==> config.mk <==
export PLATFORM = sky130hd
export DESIGN_NAME = counter_slice_arbiter_flat
export DESIGN_NICKNAME = d
export VERILOG_FILES = /design/src/rtl/counter_slice_arbiter_pkg.sv /design/src/rtl/counter_slice_arbiter_if.sv /design/src/rtl/counter_slice_arbiter_rr_pick.sv /design/src/rtl/counter_slice_arbiter.sv /design/src/flat_wrapper.sv
export SDC_FILE = /design/constraint.sdc
export NUM_CORES = 1
export LEC_CHECK = 0
export CORE_MARGIN = 4
export CORE_UTILIZATION = 53
export DETAILED_ROUTE_END_ITERATION = 8
export PLACE_DENSITY = 0.86
export SLEW_MARGIN = 10
export SYNTH_ARGS = -nofsm -noshare
export SYNTH_HDL_FRONTEND = slang
export SYNTH_HIERARCHICAL = 1
export SYNTH_SLANG_ARGS = --single-unit
export TNS_END_PERCENT = 20
==> constraint.sdc <==
create_clock -name clock -period 3.4 [get_ports clock]
set_input_delay 0.68 -clock clock [delete_from_list [all_inputs] [get_ports clock]]
set_output_delay 0.68 -clock clock [all_outputs]
set_load 0.01 [all_outputs]
==> src/rtl/counter_slice_arbiter_pkg.sv <==
// Shared types and the round-robin search helper for the time-sliced counter arbiter.
// Sized for up to MAX_NREQ requesters so later arbiters can reuse the same helper.
package counter_slice_arbiter_pkg;

    localparam int MAX_NREQ = 8;
    localparam int IDX_W    = 3;

    typedef enum logic {
        ST_IDLE = 1'b0,
        ST_OWN  = 1'b1
    } state_t;

    typedef struct packed {
        logic             valid;
        logic [IDX_W-1:0] idx;
    } rr_result_t;

    // Rotate so the slot after 'last' sits at bit 0, priority-encode the lowest set bit,
    // then map that rotated position back to a requester index. 'last' itself is scanned
    // last, which gives the current owner the lowest priority.
    function automatic rr_result_t rr_next(
        input logic [MAX_NREQ-1:0] req,
        input logic [IDX_W-1:0]    last,
        input logic [IDX_W:0]      nreq
    );
        logic [MAX_NREQ-1:0] rot;
        logic [IDX_W:0]      pos [MAX_NREQ];
        rr_result_t          res;
        rot = '0;
        res = '0;
        for (int k = 0; k < MAX_NREQ; k++) begin
            pos[k] = {1'b0, last} + (IDX_W+1)'(k + 1);
            if (pos[k] >= nreq) begin
                pos[k] = pos[k] - nreq;
            end
            if ((IDX_W+1)'(k) < nreq) begin
                rot[k] = req[pos[k][IDX_W-1:0]];
            end
        end
        for (int k = MAX_NREQ - 1; k >= 0; k--) begin
            if (rot[k]) begin
                res.valid = 1'b1;
                res.idx   = pos[k][IDX_W-1:0];
            end
        end
        return res;
    endfunction

endpackage

==> src/rtl/counter_slice_arbiter_if.sv <==
// Request/grant bundle between the requesters and the time-sliced counter arbiter.
// The arbiter uses the slave view; the requester side (or a bench) uses master.
interface counter_slice_arbiter_if #(
    parameter int NREQ = 4,
    parameter int N    = 7
) ();

    logic [NREQ-1:0] req;
    logic [N:0]      quantum;
    logic [NREQ-1:0] grant;
    logic            grant_valid;
    logic [N:0]      slice_count;
    logic            slice_expire;

    modport slave (
        input  req,
        input  quantum,
        output grant,
        output grant_valid,
        output slice_count,
        output slice_expire
    );

    modport master (
        output req,
        output quantum,
        input  grant,
        input  grant_valid,
        input  slice_count,
        input  slice_expire
    );

endinterface

==> src/rtl/counter_slice_arbiter_rr_pick.sv <==
// Combinational round-robin picker: first requester after 'last', wrapping through 'last'.
// Pure function of its inputs so any arbiter can drop it in front of its own state.
module counter_slice_arbiter_rr_pick
    import counter_slice_arbiter_pkg::*;
#(
    parameter int NREQ = 4
) (
    input  logic [NREQ-1:0]  i_req,
    input  logic [IDX_W-1:0] i_last,
    output logic [IDX_W-1:0] o_winner,
    output logic             o_any
);

    localparam logic [IDX_W:0] NREQ_V = (IDX_W+1)'(NREQ);

    logic [MAX_NREQ-1:0] w_req_ext;
    rr_result_t          w_pick;

    assign w_req_ext = MAX_NREQ'(i_req);
    assign w_pick    = rr_next(w_req_ext, i_last, NREQ_V);
    assign o_winner  = w_pick.idx;
    assign o_any     = w_pick.valid;

endmodule

==> src/rtl/counter_slice_arbiter.sv <==
// Round-robin, time-sliced arbiter: one owner at a time, preempted when its latched
// quantum expires; quantum 0 lets the slice counter free-run and never preempt.
module counter_slice_arbiter
    import counter_slice_arbiter_pkg::*;
#(
    parameter int NREQ = 4,
    parameter int N    = 7
) (
    input  logic                  clock,
    input  logic                  clear_n,
    counter_slice_arbiter_if.slave bus
);

    localparam logic [N:0]       CNT_ONE  = (N+1)'(1);
    localparam logic [NREQ-1:0]  OH_ONE   = NREQ'(1);
    localparam logic [IDX_W-1:0] LAST_RST = IDX_W'(NREQ - 1);

    state_t           r_state;
    logic [IDX_W-1:0] r_last;
    logic [N:0]       r_quantum;
    logic [N:0]       r_count;
    logic [NREQ-1:0]  r_grant;
    logic             r_grant_valid;
    logic             r_expire;

    logic [IDX_W-1:0] w_winner;
    logic             w_any;
    logic             w_owner_req;
    logic             w_expiry;
    logic [NREQ-1:0]  w_winner_oh;

    counter_slice_arbiter_rr_pick #(
        .NREQ (NREQ)
    ) u_rr_pick (
        .i_req    (bus.req),
        .i_last   (r_last),
        .o_winner (w_winner),
        .o_any    (w_any)
    );

    // r_last always names the current owner while in ST_OWN, so the grant mask is enough
    // to tell whether the owner still wants the resource.
    assign w_owner_req = |(bus.req & r_grant);
    assign w_expiry    = (r_quantum != '0) && (r_count == (r_quantum - CNT_ONE));
    assign w_winner_oh = OH_ONE << w_winner;

    always_ff @(posedge clock or negedge clear_n) begin
        if (!clear_n) begin
            r_state       <= ST_IDLE;
            r_last        <= LAST_RST;
            r_quantum     <= '0;
            r_count       <= '0;
            r_grant       <= '0;
            r_grant_valid <= 1'b0;
            r_expire      <= 1'b0;
        end else begin
            case (r_state)
                ST_IDLE: begin
                    r_expire <= 1'b0;
                    if (w_any) begin
                        r_state       <= ST_OWN;
                        r_grant       <= w_winner_oh;
                        r_grant_valid <= 1'b1;
                        r_last        <= w_winner;
                        r_count       <= '0;
                        r_quantum     <= bus.quantum;
                    end
                end
                ST_OWN: begin
                    // Release outranks expiry, so a pulse only fires while the owner still requests.
                    r_expire <= w_owner_req && w_expiry;
                    if (w_owner_req && !w_expiry) begin
                        r_count <= r_count + CNT_ONE;
                    end else if (w_any) begin
                        r_grant       <= w_winner_oh;
                        r_grant_valid <= 1'b1;
                        r_last        <= w_winner;
                        r_count       <= '0;
                        r_quantum     <= bus.quantum;
                    end else begin
                        r_state       <= ST_IDLE;
                        r_grant       <= '0;
                        r_grant_valid <= 1'b0;
                        r_count       <= '0;
                    end
                end
            endcase
        end
    end

    assign bus.grant        = r_grant;
    assign bus.grant_valid  = r_grant_valid;
    assign bus.slice_count  = r_count;
    assign bus.slice_expire = r_expire;

endmodule

==> src/flat_wrapper.sv <==
// flat-port wrapper written by rule: the top's interface ports become plain ports
module counter_slice_arbiter_flat import counter_slice_arbiter_pkg::*;
#(
    parameter int NREQ = 4,
    parameter int N    = 7
)
  (clock, clear_n, bus_req, bus_quantum, bus_grant, bus_grant_valid, bus_slice_count, bus_slice_expire);
  counter_slice_arbiter_if #(.NREQ(NREQ), .N(N)) bus_i ();
  input  logic clock;
  input  logic clear_n;
  input wire logic [$bits(bus_i.req)-1:0] bus_req;
  input wire logic [$bits(bus_i.quantum)-1:0] bus_quantum;
  output wire logic [$bits(bus_i.grant)-1:0] bus_grant;
  output wire logic [$bits(bus_i.grant_valid)-1:0] bus_grant_valid;
  output wire logic [$bits(bus_i.slice_count)-1:0] bus_slice_count;
  output wire logic [$bits(bus_i.slice_expire)-1:0] bus_slice_expire;
  assign bus_i.req = bus_req;
  assign bus_i.quantum = bus_quantum;
  assign bus_grant = bus_i.grant;
  assign bus_grant_valid = bus_i.grant_valid;
  assign bus_slice_count = bus_i.slice_count;
  assign bus_slice_expire = bus_i.slice_expire;
  counter_slice_arbiter #(.NREQ(NREQ), .N(N)) u_core (.clock(clock), .clear_n(clear_n), .bus(bus_i));
endmodule
==> results.yml <==
power:
  vdd_drop_max_mv: 0.525
  p_leak_uw: 0.000895
  p_switching_uw: 742
  internal_power_uw: 992
  combPwrFrac_pct: 57.7
  power_density_nw_per_um2: 843
  p_sw_share_pct: 42.8
  seq_power_share_pct: 33.2
  pwr-share-clk_pct: 9.1
finish:
  area_delta_synth_final_pct: 18.2
  antennaDiodeCount: 0
  drive_above_1_share_pct: 13.2
  regArea_sq_um: 653
  multiInputGateArea_sq_um: 997
  final_nets: 216
  fillers: 273
  fin_util_pct: 66.3
logic_synthesis:
  yosysWarnings: 6
  syn-cell-area_sq_um: 1740
  synth_ff_type: "dfrtp_1"
  synth_edf_count: 0
  synth_cell_types: 48
  synth_seq_cells: 26
  syn_nets: 189
  synth-async-reset-ratio_pct: 100
  syn_avg_cell_area_sq_um: 10.2
  ys_seq_area_share_pct: 37.5
  syn_inst: 171
run_status:
  status: "complete, no violations"
sta:
  period_needed_ps: 2990
  finalMaxSlewViolations: 0
  max_freq_mhz: 335
  setup_tns_ps: 0
  min_period_over_period_pct: 87.9
  hold_violations: 0
  rsz0062_at_grt: "false"
  slew_headroom_pct: 48.4
  setup_violations: 0
  worstMarginPinSlew_ps: 774
  fin_skew_ps: 6.47
setup_path:
  cp-startpoint: "u_core/r_quantum[0]$_DFFE_PN0P_"
  required_ps: 3620
  r2r_start: "u_core/r_quantum[0]$_DFFE_PN0P_"
  crit_fanout: 11
  reg2reg_slack_ps: 410
  arrival_ps: 3210
  r2r_end: "u_core/r_quantum[1]$_DFFE_PN0P_"
  critPathCaptureType: "flop"
  criticalPathCategory: "flop to flop"
  cp-start-kind: "flop"
  worst-r2r-cell-count: 8
drt:
  drt_pass1_iterations: 4
  routedWlPerCell_microns: 16.5
  postRouteAntennaNets: 0
  route.detailed.drc: 0
  drt-initial-drc-count: 169
  routed-via-count: 1450
  wirelength_microns: 3970
  via_per_inst: 6.02
clocking:
  numCtsBuffers: 3
  clockBufferDepth: 2
  cts_resized: 0
  post_cts_buffers: 0
  numClockSinks: 26
  cts_tree: "yes"
  cts_root_buf: "clkbuf_4"
  cts_max_level: 1
  clk_pin_slew_ps: 150
  ctsHoldBuffers: 0
  clock_latency_ps: 320
grt:
  grt_first_pass_wirelength_microns: 6770
  grt_pass1_vias: 1445
  gr-total-overflow: 0
  grt_max_degree: 27
  antenna_found_initial: 0
  track_usage_pct: 19.7
hold_path:
  whs_path_depth: 1
  hold_start: "u_core/bus.grant_valid$_DFFE_PN0P_"
  holdPathEnd: "u_core/bus.grant_valid$_DFFE_PN0P_"
  worstHoldPathType: "flop to flop"
placed_design:
  port_buffers: 27
  hpwl_microns: 2940
  gp_congestion: 0.882
die:
  die_area_sq_um: 4260
  row_count: 20
  ioPinCount: 28
  die_w_microns: 65.3
  start_util_pct: 56.1
  core_area_sq_um: 3100
  die_y_microns: 65.3
flow_run:
  cap_violations: 0
## sequential cells by signal (all words and copies together), names as in the netlist
name / cells
u_core/r_last: 3
u_core/bus.slice_expire: 1
u_core/bus.grant: 4
u_core/bus.slice_count: 8
u_core/r_state: 1
u_core/r_quantum: 8
u_core/bus.grant_valid: 1
## cell usage in the layout, fill, tap and decap left out, types with 2 or more instances in the layout
master and instances:
o21ai_2 2, a22o_1 2, xnor2_1 4, a32o_1 4, mux2i_1 5, nand3_1 7
nor2_1 13, xor2_1 6, dfstp_2 2, a21oi_1 4, nor4_1 2, mux2_2 2
a22oi_1 2, a211o_1 2, nand2_1 9, nor3b_1 2, a21o_1 3, o21ai_0 10
clkbuf_4 3, ha_1 4, o31ai_1 5, and3_1 3, nand2b_1 4, nor2b_1 3
inv_1 10, dfrtp_1 24, o211ai_1 2, nand4_1 2, clkdlybuf4s50_1 27, mux2_4 9
nor3_1 2
## critical path, stage by stage, from the launching register on
cell and delay (ps):
dfrtp_1 480, inv_1 120, ha_1 230, nor3b_2 350, a211o_1 180, nand4_1 150, a2111oi_4 630, o21ai_2 360
mux2_4 380
## synthesized netlist by cell type, types with 2 or more instances
library cell | n | area (sq um)
o21ai_0 | 10 | 50.1
nor2b_1 | 3 | 18.8
ha_1 | 4 | 50.1
mux2_4 | 9 | 135
dfrtp_1 | 24 | 601
o21ai_2 | 2 | 17.5
a211o_1 | 2 | 17.5
nand3_1 | 7 | 35.0
a32o_1 | 4 | 40.0
nor2_1 | 13 | 48.8
nand2b_1 | 4 | 25.0
a22o_1 | 2 | 17.5
mux2_2 | 2 | 22.5
nor4_1 | 2 | 12.5
a22oi_1 | 2 | 15.0
xnor2_1 | 4 | 35.0
o211ai_1 | 2 | 15.0
nor3_1 | 2 | 10.0
inv_1 | 10 | 37.5
o31ai_1 | 5 | 37.5
nand4_1 | 2 | 12.5
buf_6 | 3 | 33.8
and3_1 | 3 | 18.8
dfstp_2 | 2 | 52.6
nor3b_1 | 2 | 15.0
buf_4 | 2 | 15.0
xor2_1 | 6 | 52.6
a21o_1 | 3 | 22.5
a21oi_1 | 4 | 20.0
mux2i_1 | 5 | 50.1
nand2_1 | 9 | 33.8
## kinds of logic after synthesis
group,count (synthesis),share of synthesized area [%]
muxes,17,13.2
xor gates and xnor gates,10,5.03
buffers and inverters,16,5.18
adders and majority gates,4,2.88
other,1,0.215
and+or+nand+nor,52,15.7
AOI/OAI and AO/OA,45,20.3
DFF,26,37.5
## routing by layer
metal  global-route usage [%]  up-vias  wire (microns)
met3                     3.76        4             220
met1                     25.2      719            1750
met2                     34.3       46            1980
met4                     4.66        0              16
met5                        0        -               0
li1                         -      681               -
## through the flow
step | total power, uW | area [sq um] | worst slack, ps | std cells | hold slack (ps)
2_1_floorplan | 1370 | 1740 | 951 | 171 | 384
3_3_place_gp | 1500 | 2020 | 524 | 237 | 501
3_5_place_dp | 1560 | 2020 | 367 | 237 | 500
4_1_cts | 1730 | 2060 | 454 | 241 | 538
5_1_grt | 1860 | 2060 | 246 | 241 | 566
6_report | 1730 | 2060 | 413 | 241 | 533
## power groups by stage
| stage | sequential (uW) | clock (uW) | combinational (uW) |
|---|---|---|---|
| after floorplan | 522 | 0 | 849 |
| after global placement | 569 | 0 | 933 |
| after detailed placement | 577 | 0 | 982 |
| after CTS | 572 | 159 | 998 |
| after global routing | 595 | 169 | 1100 |
| final | 575 | 158 | 1000 |
## final cells by class
| class | count | share of cell area [%] |
|---|---|---|
| tap | 44 | 2.68 |
| multi-input combinational | 129 | 48.5 |
| sequential | 26 | 31.8 |
| clock buffer | 4 | 1.76 |
| timing repair buffer | 28 | 13.5 |
| inverter | 10 | 1.82 |
## worst max path at each step
stage	end	slack, ps	cells after the start
2_1_floorplan	u_core/r_last[2]$_DFFE_PN0P_	950	9
3_3_place_gp	u_core/bus.grant[2]$_DFFE_PN0P_	520	8
3_5_place_dp	u_core/bus.grant[1]$_DFFE_PN0P_	370	9
4_1_cts	u_core/r_quantum[1]$_DFFE_PN0P_	450	8
5_1_grt	u_core/r_quantum[4]$_DFFE_PN0P_	250	8
6_report	u_core/r_quantum[1]$_DFFE_PN0P_	410	8
Note: power is estimated with default switching activity, not from simulation.
